### config.mk
export PLATFORM = sky130hd
export DESIGN_NAME = smc_unit_arbiter
export DESIGN_NICKNAME = d
export VERILOG_FILES = /design/src/rtl/smc_unit_arbiter.sv
export SDC_FILE = /design/constraint.sdc
export NUM_CORES = 1
export LEC_CHECK = 0
export ABC_AREA = 1
export CAP_MARGIN = 20
export CORE_AREA = 2 2 158 160
export DETAILED_ROUTE_END_ITERATION = 8
export DIE_AREA = 0 0 160 162
export GPL_TIMING_DRIVEN = 0
export PLACE_DENSITY_LB_ADDON = 0.1
export SYNTH_ARGS = -nofsm -noshare
export SYNTH_HDL_FRONTEND = slang
export SYNTH_SLANG_ARGS = --single-unit
### constraint.sdc
create_clock -name clk -period 3.6 [get_ports clk]
set_input_delay 1.08 -clock clk [delete_from_list [all_inputs] [get_ports clk]]
set_output_delay 1.08 -clock clk [all_outputs]
set_load 0.02 [all_outputs]
### src/rtl/smc_unit_arbiter.sv
// Round-robin arbiter that shares one pipelined smc_float unit between NUM_REQ requesters.
// A tag pipe matched to the unit latency routes each result back to the requester that issued it.
module smc_unit_arbiter #(
   parameter int NUM_REQ = 4,
   parameter int DATA_W  = 32,
   parameter int LATENCY = 6,
   parameter int TAG_W   = 2
) (
   input  logic                      clk,
   input  logic                      reset,
   input  logic [NUM_REQ-1:0]        req_i,
   input  logic [NUM_REQ*DATA_W-1:0] req_x_i,
   input  logic [NUM_REQ*DATA_W-1:0] req_y_i,
   output logic [NUM_REQ-1:0]        gnt_o,
   output logic [DATA_W-1:0]         unit_x_o,
   output logic [DATA_W-1:0]         unit_y_o,
   output logic                      unit_srdyi_o,
   input  logic [DATA_W-1:0]         unit_z_i,
   input  logic                      unit_srdyo_i,
   output logic [NUM_REQ-1:0]        rsp_valid_o,
   output logic [DATA_W-1:0]         rsp_z_o,
   output logic                      busy_o,
   output logic                      err_o
);

   logic [DATA_W-1:0]              x_q, x_d;
   logic [DATA_W-1:0]              y_q, y_d;
   logic                           srdyi_q, srdyi_d;
   logic [TAG_W-1:0]               issue_tag_q, issue_tag_d;
   logic [TAG_W-1:0]               rr_ptr_q, rr_ptr_d;
   logic [LATENCY-1:0]             tag_vld_q, tag_vld_d;
   logic [LATENCY-1:0][TAG_W-1:0]  tag_q, tag_d;
   logic [NUM_REQ-1:0]             rsp_valid_q, rsp_valid_d;
   logic [DATA_W-1:0]              rsp_z_q, rsp_z_d;
   logic                           err_q, err_d;

   logic                           win_vld;
   logic [TAG_W-1:0]               win_idx;
   logic [TAG_W:0]                 scan_sum;
   logic                           tail_vld;
   logic [TAG_W-1:0]               tail_tag;

   // Scan from rr_ptr upward with wrap; iterating from the far end lets the nearest requester win.
   // NOTE: every combinational output gets a default before any branch, so no latch can be inferred.
   always_comb begin
      win_vld  = 1'b0;
      win_idx  = '0;
      scan_sum = '0;
      for (int i = NUM_REQ - 1; i >= 0; i--) begin
         scan_sum = {1'b0, rr_ptr_q} + (TAG_W + 1)'(i);
         if (scan_sum >= (TAG_W + 1)'(NUM_REQ)) begin
            scan_sum = scan_sum - (TAG_W + 1)'(NUM_REQ);
         end
         if (req_i[scan_sum[TAG_W-1:0]]) begin
            win_vld = 1'b1;
            win_idx = scan_sum[TAG_W-1:0];
         end
      end
   end

   always_comb begin
      gnt_o = '0;
      if (win_vld && !reset) begin
         gnt_o[win_idx] = 1'b1;
      end
   end

   assign tail_vld = tag_vld_q[LATENCY-1];
   assign tail_tag = tag_q[LATENCY-1];

   always_comb begin
      x_d         = x_q;
      y_d         = y_q;
      srdyi_d     = win_vld;
      issue_tag_d = issue_tag_q;
      rr_ptr_d    = rr_ptr_q;
      if (win_vld) begin
         x_d         = req_x_i[int'(win_idx) * DATA_W +: DATA_W];
         y_d         = req_y_i[int'(win_idx) * DATA_W +: DATA_W];
         issue_tag_d = win_idx;
         rr_ptr_d    = (win_idx == TAG_W'(NUM_REQ - 1)) ? '0 : win_idx + TAG_W'(1);
      end

      // Stage 0 loads while unit_srdyi_o is high, so the tail is valid exactly when srdyo is due.
      tag_vld_d[0] = srdyi_q;
      tag_d[0]     = issue_tag_q;
      for (int s = 1; s < LATENCY; s++) begin
         tag_vld_d[s] = tag_vld_q[s-1];
         tag_d[s]     = tag_q[s-1];
      end

      rsp_valid_d = '0;
      rsp_z_d     = rsp_z_q;
      if (unit_srdyo_i && tail_vld) begin
         rsp_z_d               = unit_z_i;
         rsp_valid_d[tail_tag] = 1'b1;
      end
      err_d = err_q | (unit_srdyo_i ^ tail_vld);
   end

   // NOTE: sequential state uses non-blocking assignments so every flop samples pre-edge values.
   always_ff @(posedge clk) begin
      if (reset) begin
         x_q         <= '0;
         y_q         <= '0;
         srdyi_q     <= 1'b0;
         issue_tag_q <= '0;
         rr_ptr_q    <= '0;
         tag_vld_q   <= '0;
         rsp_valid_q <= '0;
         rsp_z_q     <= '0;
         err_q       <= 1'b0;
      end else begin
         x_q         <= x_d;
         y_q         <= y_d;
         srdyi_q     <= srdyi_d;
         issue_tag_q <= issue_tag_d;
         rr_ptr_q    <= rr_ptr_d;
         tag_vld_q   <= tag_vld_d;
         rsp_valid_q <= rsp_valid_d;
         rsp_z_q     <= rsp_z_d;
         err_q       <= err_d;
      end
   end

   // NOTE: tag payloads are only read when their valid bit is set, so they carry no reset.
   always_ff @(posedge clk) begin
      tag_q <= tag_d;
   end

   assign unit_x_o     = x_q;
   assign unit_y_o     = y_q;
   assign unit_srdyi_o = srdyi_q;
   assign rsp_valid_o  = rsp_valid_q;
   assign rsp_z_o      = rsp_z_q;
   assign err_o        = err_q;
   assign busy_o       = srdyi_q | (|tag_vld_q) | (|rsp_valid_q);

endmodule

==> impl_metrics.py, run 1 <==
metrics = {
    "synth": {
        "synth_fa_ha_area_share_pct": 0.361,
        "yosysWarningCount": 0,
        "synth_area_leaders": "dfxtp_1, nand2_1, nand3_1",
        "ys_seq_area_share_pct": 35.8,
        "synth_simple_gate_area_share_pct": 40.2,
        "synth_cells": 1182,
        "syn_area_mm2": 0.00694,
        "yosys.area.top_type": "dfxtp_1",
        "synth_area_per_cell_um2": 5.87,
        "yosys-mux-area-fraction_pct": 0,
        "synth_compound_area_share_pct": 7.50,
        "synth_top_area_share_pct": 35.8,
        "ys_ff_latch": 124,
        "synth_xor_area_share_pct": 0.126,
        "synth_cell_type_count": 21,
        "synthesis.nets": 1479,
        "synth_top_family_by_area": "simple AND/OR/NAND/NOR gates",
    },
    "placement": {
        "dp_slack_ps": -1590,
        "dp_hpwl_um": 23600,
        "gp_congestion": 0.923,
        "io_buffers": 400,
    },
    "critical_path": {
        "crit_fanout": 6,
        "cp-end-kind": "output pin",
        "cp-start-kind": "input pin",
        "worstPathArrival_ps": 2480,
        "crit_required_ps": 2520,
        "worstSetupPathType": "in2out",
    },
    "global_route": {
        "antenna_found_initial": 2,
        "grt_max_degree": 18,
        "grt_pass1_wl_um": 45700,
        "first_global_vias": 8244,
        "overflow": 0,
        "track_usage_pct": 22.7,
    },
    "detailed_routing": {
        "route.met3.wl_um": 2290,
        "drt-met1-wl_um": 12500,
        "dr_wl_met2_um": 14700,
        "top_layer": "met4",
        "drtPass1Iterations": 5,
        "drc_errors": 0,
        "routed_wl_um": 30000,
        "vias": 8513,
        "drt.antenna.violating_nets": 0,
        "vias_per_cell": 4.37,
        "wl_per_cell_um": 15.4,
        "drt_first_iter_violations": 375,
    },
    "clocking": {
        "cts-root-buf": "clkbuf_16",
        "cts_sinks": 124,
        "cts_buffers": 17,
        "insertion_delay_ps": 430,
        "htreeDepth": 4,
        "clkTransAtPathRegs_ps": 60,
        "cts-hold-fix-buffers": 0,
        "clk_path_buf_depth": 2,
        "cts_tree": "built",
    },
    "min_path": {
        "hp-class": "reg2reg",
    },
    "die": {
        "core_mm2": 0.0241,
        "die_y_um": 162,
        "start_util_pct": 28.8,
        "die_x_um": 160,
        "dieArea_mm2": 0.0259,
        "io_pins": 402,
        "rows": 57,
    },
    "layout": {
        "utilization_pct": 50.4,
        "layout.nets": 1905,
        "fillers": 2522,
        "multiInputGateArea_mm2": 0.00349,
        "syn2layout_area_growth_pct": 75.2,
        "ff_latch_area_mm2": 0.00248,
        "drive_gt1_share_pct": 6.91,
    },
    "sta": {
        "setup-tns-final_ps": 0,
        "setup_viol": 0,
        "finalHoldViolations": 0,
        "maxSlewHeadroom_pct": 53.9,
        "slew_viol_final": 0,
        "hold_ws_ps": 325,
        "fin_skew_ps": 13.3,
        "finalCriticalPeriod_ps": 3560,
        "worst_pin_slew_ps": 692,
        "setup_slack_ps": 37.0,
        "finalCritPeriodShare_pct": 99.0,
        "clock.fmax_ghz": 0.281,
    },
    "pwr": {
        "p_sw_w": 0.00461,
        "power_w": 0.00977,
        "p_clk_share_pct": 17.0,
        "vdd_drop_max_v": 0.000347,
        "power_density_mw_per_mm2": 804,
        "seq_power_share_pct": 20.3,
        "intPower_w": 0.00516,
        "p_sw_share_pct": 47.2,
        "combPwrFrac_pct": 62.7,
        "cellLeakagePower_nw": 5.96,
    },
    "run": {
        "maxCapViolCount": 0,
    },
    "outcome": {
        "outcome": "completed",
    },
}
state kept, by name (all words and copies together) (netlist names):
register / flops
rsp_z_o: 32
err_o: 1
unit_x_o: 32
rsp_valid_o: 4
unit_y_o: 32
tail_tag: 2
tag_d: 10
unit_srdyi_o: 1
issue_tag_q: 2
rr_ptr_q: 2
tag_vld_q: 6
cells in the mapped netlist:
master	instances
nand2_1	287
inv_1	203
nand3_1	191
nor2_1	180
dfxtp_1	124
o21ai_0	66
a21oi_1	36
clkbuf_1	34
buf_2	24
buf_1	9
nor3_1	8
buf_4	7
ha_1	2
nand2_2	2
nor4_1	2
o21ai_1	2
buf_6	1
inv_2	1
nand3_2	1
nor2_2	1
xnor2_1	1
critical path: stages:
cell	delay, ps
clkdlybuf4s15_1	190
inv_2	60
o21ai_4	190
nand2_2	110
nand2_1	80
inv_1	40
nand2_1	90
nand2_4	110
buf_12	150
ha_4	160
inv_4	60
nor2_4	30
buf_6	130
per-stage QoR:
step / std cells / area, µm²
3_5_place_dp: 1906 / 11400
3_3_place_gp: 1906 / 11400
4_1_cts: 1945 / 12100
6_report: 1947 / 12200
5_1_grt: 1947 / 12200
2_1_floorplan: 1182 / 6960
layer usage:
metal | track usage [%] | vias up
met5 | 0 | -
met4 | 7.78 | 0
met3 | 6.92 | 36
met2 | 39.6 | 306
met1 | 26.7 | 3702
li1 | - | 4469
cell usage in the layout (no fill, tap or decap), drive strengths merged, types with 4 or more instances in the layout:
cell type / netlist / layout
dfxtp: 124 / 124
o21ai: 68 / 68
clkinv: 0 / 4
buf: 41 / 53
nor2: 181 / 181
nor3: 8 / 8
clkdlybuf4s50: 0 / 392
nand2: 289 / 289
nand3: 192 / 192
a21oi: 36 / 36
clkbuf: 34 / 54
inv: 204 / 210
layout make-up:
type                            count  area share [%]
Antenna cell                        2          0.0412
Buffer                             71            2.88
Clock buffer                       18            3.53
Clock inverter                     14            1.10
Inverter                          204            6.41
Multi-Input combinational cell    779            28.7
Sequential cell                   124            20.4
Tap cell                          324            3.33
Timing Repair Buffer              411            33.5
kinds of logic (layout without fill, tap and decap cells):
kind of cell	count (synthesis)	in the layout
compound gates	104	104
fa+ha+maj	2	2
buf+inv	279	718
flops	124	124
other cells	0	2
xor+xnor	1	1
simple gates	672	672
path summary, 6_finish.rpt:
check / from / cells past startpoint / endpoint / slack [ps]
max: req_i[1] / 13 / gnt_o[3] / 40
min: tag_d[11] / 0 / tail_tag[1] / 320
max reg2reg: rr_ptr_q[0] / 14 / unit_y_o[25] / 990
min reg2reg: tag_d[11] / 0 / tail_tag[1] / 320
repair_timing:
action | in CTS | in global routing
setup buffers | 11 | 0
resized for setup | 59 | 24
pin swaps | 11 | 15
endpoints found under the setup margin | 4 | 4
power groups by stage:
stage | combinational (W) | clock [W] | sequential [W]
after global routing | 0.00683 | 0.00177 | 0.00203
after detailed placement | 0.00580 | 0 | 0.00199
after CTS | 0.00610 | 0.00170 | 0.00197
after floorplan | 0.00326 | 0 | 0.00234
after global placement | 0.00580 | 0 | 0.00198
final | 0.00613 | 0.00166 | 0.00198
(Power assumes the default switching activity.)
==> run 2, diff against run 1 <==
Settings changed: SKIP_LAST_GASP set to 1.
==> results of run 2 <==
Same layout as run 1: the final DEF is identical, and so are final timing and power.
